File: src/rtl/sprite_blitter.sv
// Positioned, power-of-2 scaled, animated sprite renderer feeding a synchronous sprite ROM.
// Optional horizontal mirroring is enabled by defining SPRITE_FLIP_EN (adds the flip_x input).
module sprite_blitter #(
  parameter int SPR_W      = 64,
  parameter int SPR_H      = 64,
  parameter int FRAMES     = 4,
  parameter int IDX_W      = 4,
  parameter int TRANSP_IDX = 0,
  parameter int ANIM_DIV   = 8,
  parameter int ADDR_W     = $clog2(SPR_W * SPR_H * FRAMES),
  parameter int FSEL_W     = (FRAMES > 1) ? $clog2(FRAMES) : 1
) (
  input  logic              vga_clk,
  input  logic              reset_n,
  input  logic [9:0]        DrawX,
  input  logic [9:0]        DrawY,
  input  logic              blank,
  input  logic              frame_start,
  input  logic [9:0]        pos_x,
  input  logic [9:0]        pos_y,
  input  logic [1:0]        scale_log2,
`ifdef SPRITE_FLIP_EN
  input  logic              flip_x,
`endif
  input  logic              anim_en,
  input  logic              frame_load,
  input  logic [FSEL_W-1:0] frame_sel,
  output logic [ADDR_W-1:0] rom_addr,
  input  logic [IDX_W-1:0]  rom_q,
  output logic [IDX_W-1:0]  pix_idx,
  output logic              pix_hit,
  output logic [FSEL_W-1:0] cur_frame
);

  localparam int LW    = $clog2(SPR_W);
  localparam int LH    = $clog2(SPR_H);
  localparam int DIV_W = (ANIM_DIV > 1) ? $clog2(ANIM_DIV) : 1;

  function automatic logic [FSEL_W-1:0] clamp_sel(input logic [FSEL_W-1:0] s);
    if (int'(s) > FRAMES - 1) return FSEL_W'(FRAMES - 1);
    return s;
  endfunction

  function automatic logic [FSEL_W-1:0] next_frame(input logic [FSEL_W-1:0] f);
    if (f == FSEL_W'(FRAMES - 1)) return '0;
    return f + 1'b1;
  endfunction

  logic [9:0]        sh_x, sh_y;
  logic [1:0]        sh_s;
`ifdef SPRITE_FLIP_EN
  logic              sh_flip;
`endif
  logic [DIV_W-1:0]  div_cnt;
  logic              load_pend;
  logic [FSEL_W-1:0] load_sel;

  // Shadow registers and animation state only move at frame_start so a frame never tears.
  always_ff @(posedge vga_clk or negedge reset_n) begin
    if (!reset_n) begin
      sh_x      <= '0;
      sh_y      <= '0;
      sh_s      <= '0;
`ifdef SPRITE_FLIP_EN
      sh_flip   <= 1'b0;
`endif
      cur_frame <= '0;
      div_cnt   <= '0;
      load_pend <= 1'b0;
      load_sel  <= '0;
    end else if (frame_start) begin
      sh_x <= pos_x;
      sh_y <= pos_y;
      sh_s <= scale_log2;
`ifdef SPRITE_FLIP_EN
      sh_flip <= flip_x;
`endif
      if (frame_load || load_pend) begin
        cur_frame <= clamp_sel(frame_load ? frame_sel : load_sel);
        div_cnt   <= '0;
        load_pend <= 1'b0;
      end else if (anim_en) begin
        if (div_cnt == DIV_W'(ANIM_DIV - 1)) begin
          div_cnt   <= '0;
          cur_frame <= next_frame(cur_frame);
        end else begin
          div_cnt <= div_cnt + 1'b1;
        end
      end
    end else if (frame_load) begin
      load_pend <= 1'b1;
      load_sel  <= frame_sel;
    end
  end

  logic signed [10:0] rel_x_p0, rel_y_p0;
  logic [11:0]        lim_x_p0, lim_y_p0;
  logic               inside_p0;
  logic [LW-1:0]      col_p0;
  logic [LH-1:0]      row_p0;

  // Stage 0: position relative to the sprite origin, clipped with 11-bit signed math.
  assign rel_x_p0  = $signed({1'b0, DrawX}) - $signed({1'b0, sh_x});
  assign rel_y_p0  = $signed({1'b0, DrawY}) - $signed({1'b0, sh_y});
  assign lim_x_p0  = 12'(SPR_W) << sh_s;
  assign lim_y_p0  = 12'(SPR_H) << sh_s;
  assign inside_p0 = !rel_x_p0[10] && ({1'b0, rel_x_p0} < lim_x_p0) &&
                     !rel_y_p0[10] && ({1'b0, rel_y_p0} < lim_y_p0);
  assign row_p0    = LH'(rel_y_p0[9:0] >> sh_s);
`ifdef SPRITE_FLIP_EN
  assign col_p0    = sh_flip ? ~LW'(rel_x_p0[9:0] >> sh_s) : LW'(rel_x_p0[9:0] >> sh_s);
`else
  assign col_p0    = LW'(rel_x_p0[9:0] >> sh_s);
`endif

  logic inside_p1, blank_p1, inside_p2, blank_p2;

  // Stage 1: registered ROM address; holds its last value while outside the sprite.
  always_ff @(posedge vga_clk or negedge reset_n) begin
    if (!reset_n) begin
      rom_addr  <= '0;
      inside_p1 <= 1'b0;
      blank_p1  <= 1'b0;
    end else begin
      if (inside_p0) rom_addr <= ADDR_W'({cur_frame, row_p0, col_p0});
      inside_p1 <= inside_p0;
      blank_p1  <= blank;
    end
  end

  // Stage 2: the ROM samples rom_addr; flags travel alongside.
  always_ff @(posedge vga_clk or negedge reset_n) begin
    if (!reset_n) begin
      inside_p2 <= 1'b0;
      blank_p2  <= 1'b0;
    end else begin
      inside_p2 <= inside_p1;
      blank_p2  <= blank_p1;
    end
  end

  // Stage 3: palette index and opaque-hit flag aligned to the pixel.
  always_ff @(posedge vga_clk or negedge reset_n) begin
    if (!reset_n) begin
      pix_idx <= '0;
      pix_hit <= 1'b0;
    end else begin
      pix_idx <= rom_q;
      pix_hit <= inside_p2 && blank_p2 && (rom_q != IDX_W'(TRANSP_IDX));
    end
  end

endmodule

File: config.mk
export PLATFORM = sky130hd
export DESIGN_NAME = sprite_blitter
export DESIGN_NICKNAME = d
export VERILOG_FILES = /design/src/rtl/sprite_blitter.sv
export SDC_FILE = /design/constraint.sdc
export NUM_CORES = 1
export LEC_CHECK = 0
export CAP_MARGIN = 20
export CORE_ASPECT_RATIO = 0.75
export CORE_MARGIN = 3
export CORE_UTILIZATION = 51
export CTS_CLUSTER_DIAMETER = 200
export CTS_CLUSTER_SIZE = 30
export DETAILED_ROUTE_END_ITERATION = 12
export GPL_ROUTABILITY_DRIVEN = 0
export GPL_TIMING_DRIVEN = 0
export HOLD_SLACK_MARGIN = 0.1
export PLACE_DENSITY = 0.87
export SKIP_CTS_REPAIR_TIMING = 1
export SYNTH_ARGS = -nofsm -noshare
export SYNTH_HDL_FRONTEND = slang
export SYNTH_SLANG_ARGS = --single-unit
File: constraint.sdc
create_clock -name vga_clk -period 3.9 [get_ports vga_clk]
set_input_delay 0.975 -clock vga_clk [delete_from_list [all_inputs] [get_ports vga_clk]]
set_output_delay 0.975 -clock vga_clk [all_outputs]
set_load 0.02 [all_outputs]
Word level (Yosys, flattened, before mapping)
Cells that the tools add are included.
W data, S select, Z words.
{ "op_classes": {"n_lt_le_gt_ge": 2, "muxes": 17, "eq_ne": 3, "shift": 3, "n_addsub": 4, "n_reduce_logical": 15} }
{ "ops": {"columns": ["op", "n"], "rows": [
  ["$lt A11 B12 Y1", 2],
  ["$sub A10 B10 Y11", 2],
  ["$shr A10 B2 Y6", 2],
  ["$mux W2", 6],
  ["$shl A7 B2 Y12 const A", 1],
  ["$mux W3", 3],
  ["$mux W1", 8],
  ["$reduce_bool A2 Y1", 3],
  ["$logic_and A1 B1 Y1", 5],
  ["$reduce_and A2 Y1", 2],
  ["$reduce_bool A4 Y1", 1],
  ["$add A3 B1 Y3 const B", 1],
  ["$eq A3 B3 Y1 const B", 1],
  ["$reduce_and A3 Y1", 1],
  ["$add A2 B1 Y2 const B", 1],
  ["$eq A2 B2 Y1 const B", 1],
  ["$logic_not A1 Y1", 2],
  ["$ne A2 B1 Y1 const B", 1],
  ["$logic_or A1 B1 Y1", 1]
]} }
{ "word_totals": {"wordCells": 58, "input_bits": 54, "register_bits": 53} }

Logic depth before layout (Yosys ltp)
{ "logic_depth": {"ltp_word": 10, "mapped_depth": 17, "depth_no_buf": 16} }

Worst setup path after synthesis
OpenSTA, ideal clock, no wires.
{ "synth_timing": {"path_type": "input-to-reg", "start": "in DrawX[4]", "end": "reg rom_addr[0]", "slack_ps": -216, "arrival_time_ps": 3991, "setup_time_ps": 125, "stages": 16, "path_cell_list": "ha_1 a21o_1 or3_1 o21ai_0 nand2b_1 a21oi_1 xnor2_1 ha_1 nand2_1 a21oi_1 a2111oi_1 o311ai_2 or2_1 buf_6 inv_6 mux2_4"} }
{ "synth_between": {"elab_chain_cells": 5, "word_cells_on_any_way": 7, "cone_classes": "add/sub (1); order compare (1); shift (1); reduce/logical (4)"} }
{ "synth_lines": {"columns": ["item", "line", "text"], "rows": [
  ["from (decl)", "15", "input logic [9:0] DrawX,"],
  ["$sub A10 B10 Y11 (*)", "103", "assign rel_x_p0 = $signed({1'b0, DrawX}) - $signed({1'b0, sh_x});"],
  ["$lt A11 B12 Y1 or $logic_not A1 Y1 (tied branches)", "107", "assign inside_p0 = !rel_x_p0[10] && ({1'b0, rel_x_p0} < lim_x_p0) &&"],
  ["$logic_and A1 B1 Y1 (*) (2 in a row)", "107", null],
  ["$logic_and A1 B1 Y1 (*)", "108", "!rel_y_p0[10] && ({1'b0, rel_y_p0} < lim_y_p0);"],
  ["via inside_p0", "98", "logic inside_p0;"],
  ["to (signal assigned)", "125", "if (inside_p0) rom_addr <= ADDR_W'({cur_frame, row_p0, col_p0});"],
  ["to (decl)", "28", "output logic [ADDR_W-1:0] rom_addr,"]
]} }
Mark *: on every way through the listed nets, which the timed path passes. The rest lies on a longest branch.
A chain may end at the register's enable or synchronous reset.

Final worst setup path
{ "layout_timing": {"start": "in DrawX[7]", "end": "reg rom_addr[7]"} }
The elaborated chain is that of the path after synthesis.

==> impl_metrics.env <==
export IMPL_worst_setup_path_type="in2reg"
export IMPL_portBuffers=72
export IMPL_hold_class="reg2reg"
export IMPL_dpl_cell_area_sq_um=4320
export IMPL_slew_headroom=0.348
export IMPL_required_ns=4.10
export IMPL_wl_per_cell_um=17.1
export IMPL_cts_made_buffers=5
export IMPL_clock_path_buffers=2
export IMPL_synth_area_top_cells="dfrtp_1 (39%), ha_1 (11%), o21ai_0 (5.5%), inv_1 (3.4%), nand2_1 (3.4%)"
export IMPL_fin_area_sq_um=4700
export IMPL_first_global_vias=2914
export IMPL_synth_top_cell_area_share=0.387
export IMPL_via_per_inst=5.81
export IMPL_vdd_drop_max_uv=192
export IMPL_ioPinCount=75
export IMPL_setup_viol=0
export IMPL_netlist_instances=349
export IMPL_wl_um=8890
export IMPL_p_leak_nw=2.12
export IMPL_syn_to_final_growth_pct=37.1
export IMPL_synth_async_reset_ratio=1.00
export IMPL_globalRouteOverflowTotal=0
export IMPL_dr_pass1_iters=5
export IMPL_endpoint_kind="flop"
export IMPL_antenna_found_initial=0
export IMPL_cp_max_fo=8
export IMPL_startpoint="DrawX[7]"
export IMPL_status="finished, final reports clean"
export IMPL_drive_gt1_frac=0.187
export IMPL_yosys_cell_count_top_type="dfrtp_1"
export IMPL_maxCapViolCount=0
export IMPL_drc=0
export IMPL_diodes=0
export IMPL_syn_area_sq_um=3430
export IMPL_synth_fp_nets=436
export IMPL_startpoint_type="primary input"
export IMPL_setup_slack_ns=0.0610
export IMPL_synth_seq_cells=53
export IMPL_netlist_top_cells_count="dfrtp_1 (53), o21ai_0 (38), ha_1 (31), inv_1 (31), nand2_1 (31)"
export IMPL_design_core_area_sq_um=6410
export IMPL_fin_crit_ns=3.84
export IMPL_ant_nets=0
export IMPL_clk_pin_slew_ns=0.10
export IMPL_worstMarginPinSlew_ns=0.969
export IMPL_grt_usage=0.220
export IMPL_grt_max_degree=37
export IMPL_fin_nets=524
export IMPL_cts_tree="yes"
export IMPL_htreeDepth=2
export IMPL_syn_area_per_cell_sq_um=9.82
export IMPL_fmax_mhz=260
export IMPL_clock_latency_ns=0.31
export IMPL_arrival_ns=4.04
export IMPL_grt_pass1_wl_um=13700
export IMPL_cts_root_buffer="clkbuf_8"
export IMPL_preCtsSetupSlack_ns=-0.878
export IMPL_vias=3016
export IMPL_start_util=0.534
export IMPL_num_rows=25
export IMPL_yosys_warnings=0
export IMPL_synth_edf_count=0
export IMPL_rsz0062_at_grt="yes"
export IMPL_drt_initial_drc_count=172
export IMPL_yosysSeqAreaShare=0.387
export IMPL_ys_flop_type="dfrtp_1"
export IMPL_die_h_um=77.0
export IMPL_dp_hpwl_um=6270
export IMPL_power_density_nw_per_um2=445
export IMPL_drv_slew=0
export IMPL_finalCritPeriodShare=0.984
export IMPL_yosysUniqueCellTypes=54
export IMPL_finalClockSkew_ns=0.00846
export IMPL_die_w_um=101
export IMPL_reg2reg_from="sh_x[4]"
export IMPL_clock_sinks=53
export IMPL_holdCritStartpoint="blank_p1"
export IMPL_synth_top_area_cell="dfrtp_1"
export IMPL_die_area_sq_um=7750
export IMPL_hold_viol_final=0
==> cells by family after synthesis <==
kind of cell	synth area share
flip-flops	0.387
AND/OR/NAND/NOR	0.119
XOR/XNOR	0.0307
multiplexers	0.0851
AO/OA/AOI/OAI	0.199
buffers and inverters	0.0551
adder cells (fa/ha/maj)	0.125
==> layout make-up <==
type                            instances  area [sq um]
Multi-Input combinational cell        251          2160
Inverter                               34           148
Fill cell                             454          1710
Sequential cell                        53          1330
Timing Repair inverter                  1          8.76
Tap cell                               81           101
Timing Repair Buffer                   80           810
Clock inverter                          3          25.0
Clock buffer                            5          68.8
Buffer                                 11          56.3
==> state kept, by name, summed over array words and instances, names as in the netlist <==
register   flops
sh_s           2
inside_p2      1
rom_addr      14
blank_p1       1
load_sel       2
inside_p1      1
pix_idx        4
div_cnt        3
sh_x          10
cur_frame      2
blank_p2       1
load_pend      1
pix_hit        1
sh_y          10
==> path summary, 6_finish.rpt <==
check	to	cells after the start	slack [ns]
min	blank_p2	0	0.36
min in group asynchronous	sh_y[4]	1	0.59
min reg2reg	blank_p2	0	0.36
max in group asynchronous	load_sel[0]	2	2.75
max	rom_addr[7]	14	0.06
max reg2reg	rom_addr[7]	17	0.35
==> worst max-delay path: stages <==
cell and delay (ns):
clkdlybuf4s50_1 0.42, ha_2 0.22, or4_1 0.54, o22ai_2 0.18, xnor2_2 0.15, ha_1 0.25
nand2_1 0.08, a21oi_2 0.05, a2111oi_4 0.20, o311ai_2 0.17, or2_1 0.26, buf_6 0.16
clkinv_8 0.07, mux2_4 0.29
==> per-stage QoR <==
| step | TNS (ns) | instances | power [mW] | util | hold WS, ns |
|---|---|---|---|---|---|
| 2_1_floorplan | -0.0660 | 349 | 1.30 | - | 0.331 |
| 3_3_place_gp | -11.00 | 502 | 1.61 | 0.671 | 0.336 |
| 3_5_place_dp | -11.47 | 503 | 1.65 | 0.673 | 0.336 |
| 4_1_cts | -7.02 | 511 | 1.99 | 0.688 | 0.359 |
| 5_1_grt | -0.279 | 519 | 2.20 | 0.733 | 0.365 |
| 6_report | 0 | 519 | 2.09 | 0.733 | 0.360 |
==> power breakdown <==
part,internal (mW),switching [mW],leakage [nW],total [mW]
Sequential,0.657,0.0655,0.650,0.722
Clock,0.130,0.205,0.0447,0.335
Combinational,0.529,0.507,1.43,1.04
==> placed cells by master, fill, tap and decap left out, types with 3 or more instances in the layout <==
cell | Yosys | routed
clkdlybuf4s50_1 | 0 | 59
dfrtp_1 | 53 | 53
o21ai_0 | 38 | 34
nand2_1 | 31 | 31
inv_1 | 31 | 30
nor2_1 | 25 | 24
ha_1 | 31 | 18
a21oi_1 | 13 | 10
ha_4 | 0 | 10
dlymetal6s2s_1 | 0 | 10
clkbuf_1 | 9 | 9
nand2b_1 | 8 | 8
mux2_4 | 7 | 7
buf_4 | 0 | 7
xnor2_1 | 8 | 6
o21a_1 | 6 | 6
a21o_1 | 5 | 5
o31ai_1 | 5 | 5
mux2_2 | 5 | 5
a211oi_1 | 5 | 5
clkbuf_8 | 0 | 5
a21oi_2 | 1 | 4
nor2b_1 | 4 | 4
o22ai_1 | 5 | 4
mux4_2 | 4 | 4
mux2i_1 | 4 | 4
and2_1 | 4 | 4
o21ai_2 | 0 | 3
buf_6 | 2 | 3
a31oi_1 | 3 | 3
ha_2 | 0 | 3
==> routing by layer <==
| layer | part of all wire | vias to the layer above | GRT usage |
|---|---|---|---|
| li1 | - | 1406 | - |
| met1 | 0.41 | 1446 | 0.287 |
| met2 | 0.49 | 136 | 0.373 |
| met3 | 0.071 | 28 | 0.0445 |
| met4 | 0.026 | 0 | 0.0525 |
| met5 | 0 | - | 0 |
Note: power is estimated with default switching activity, not from simulation.
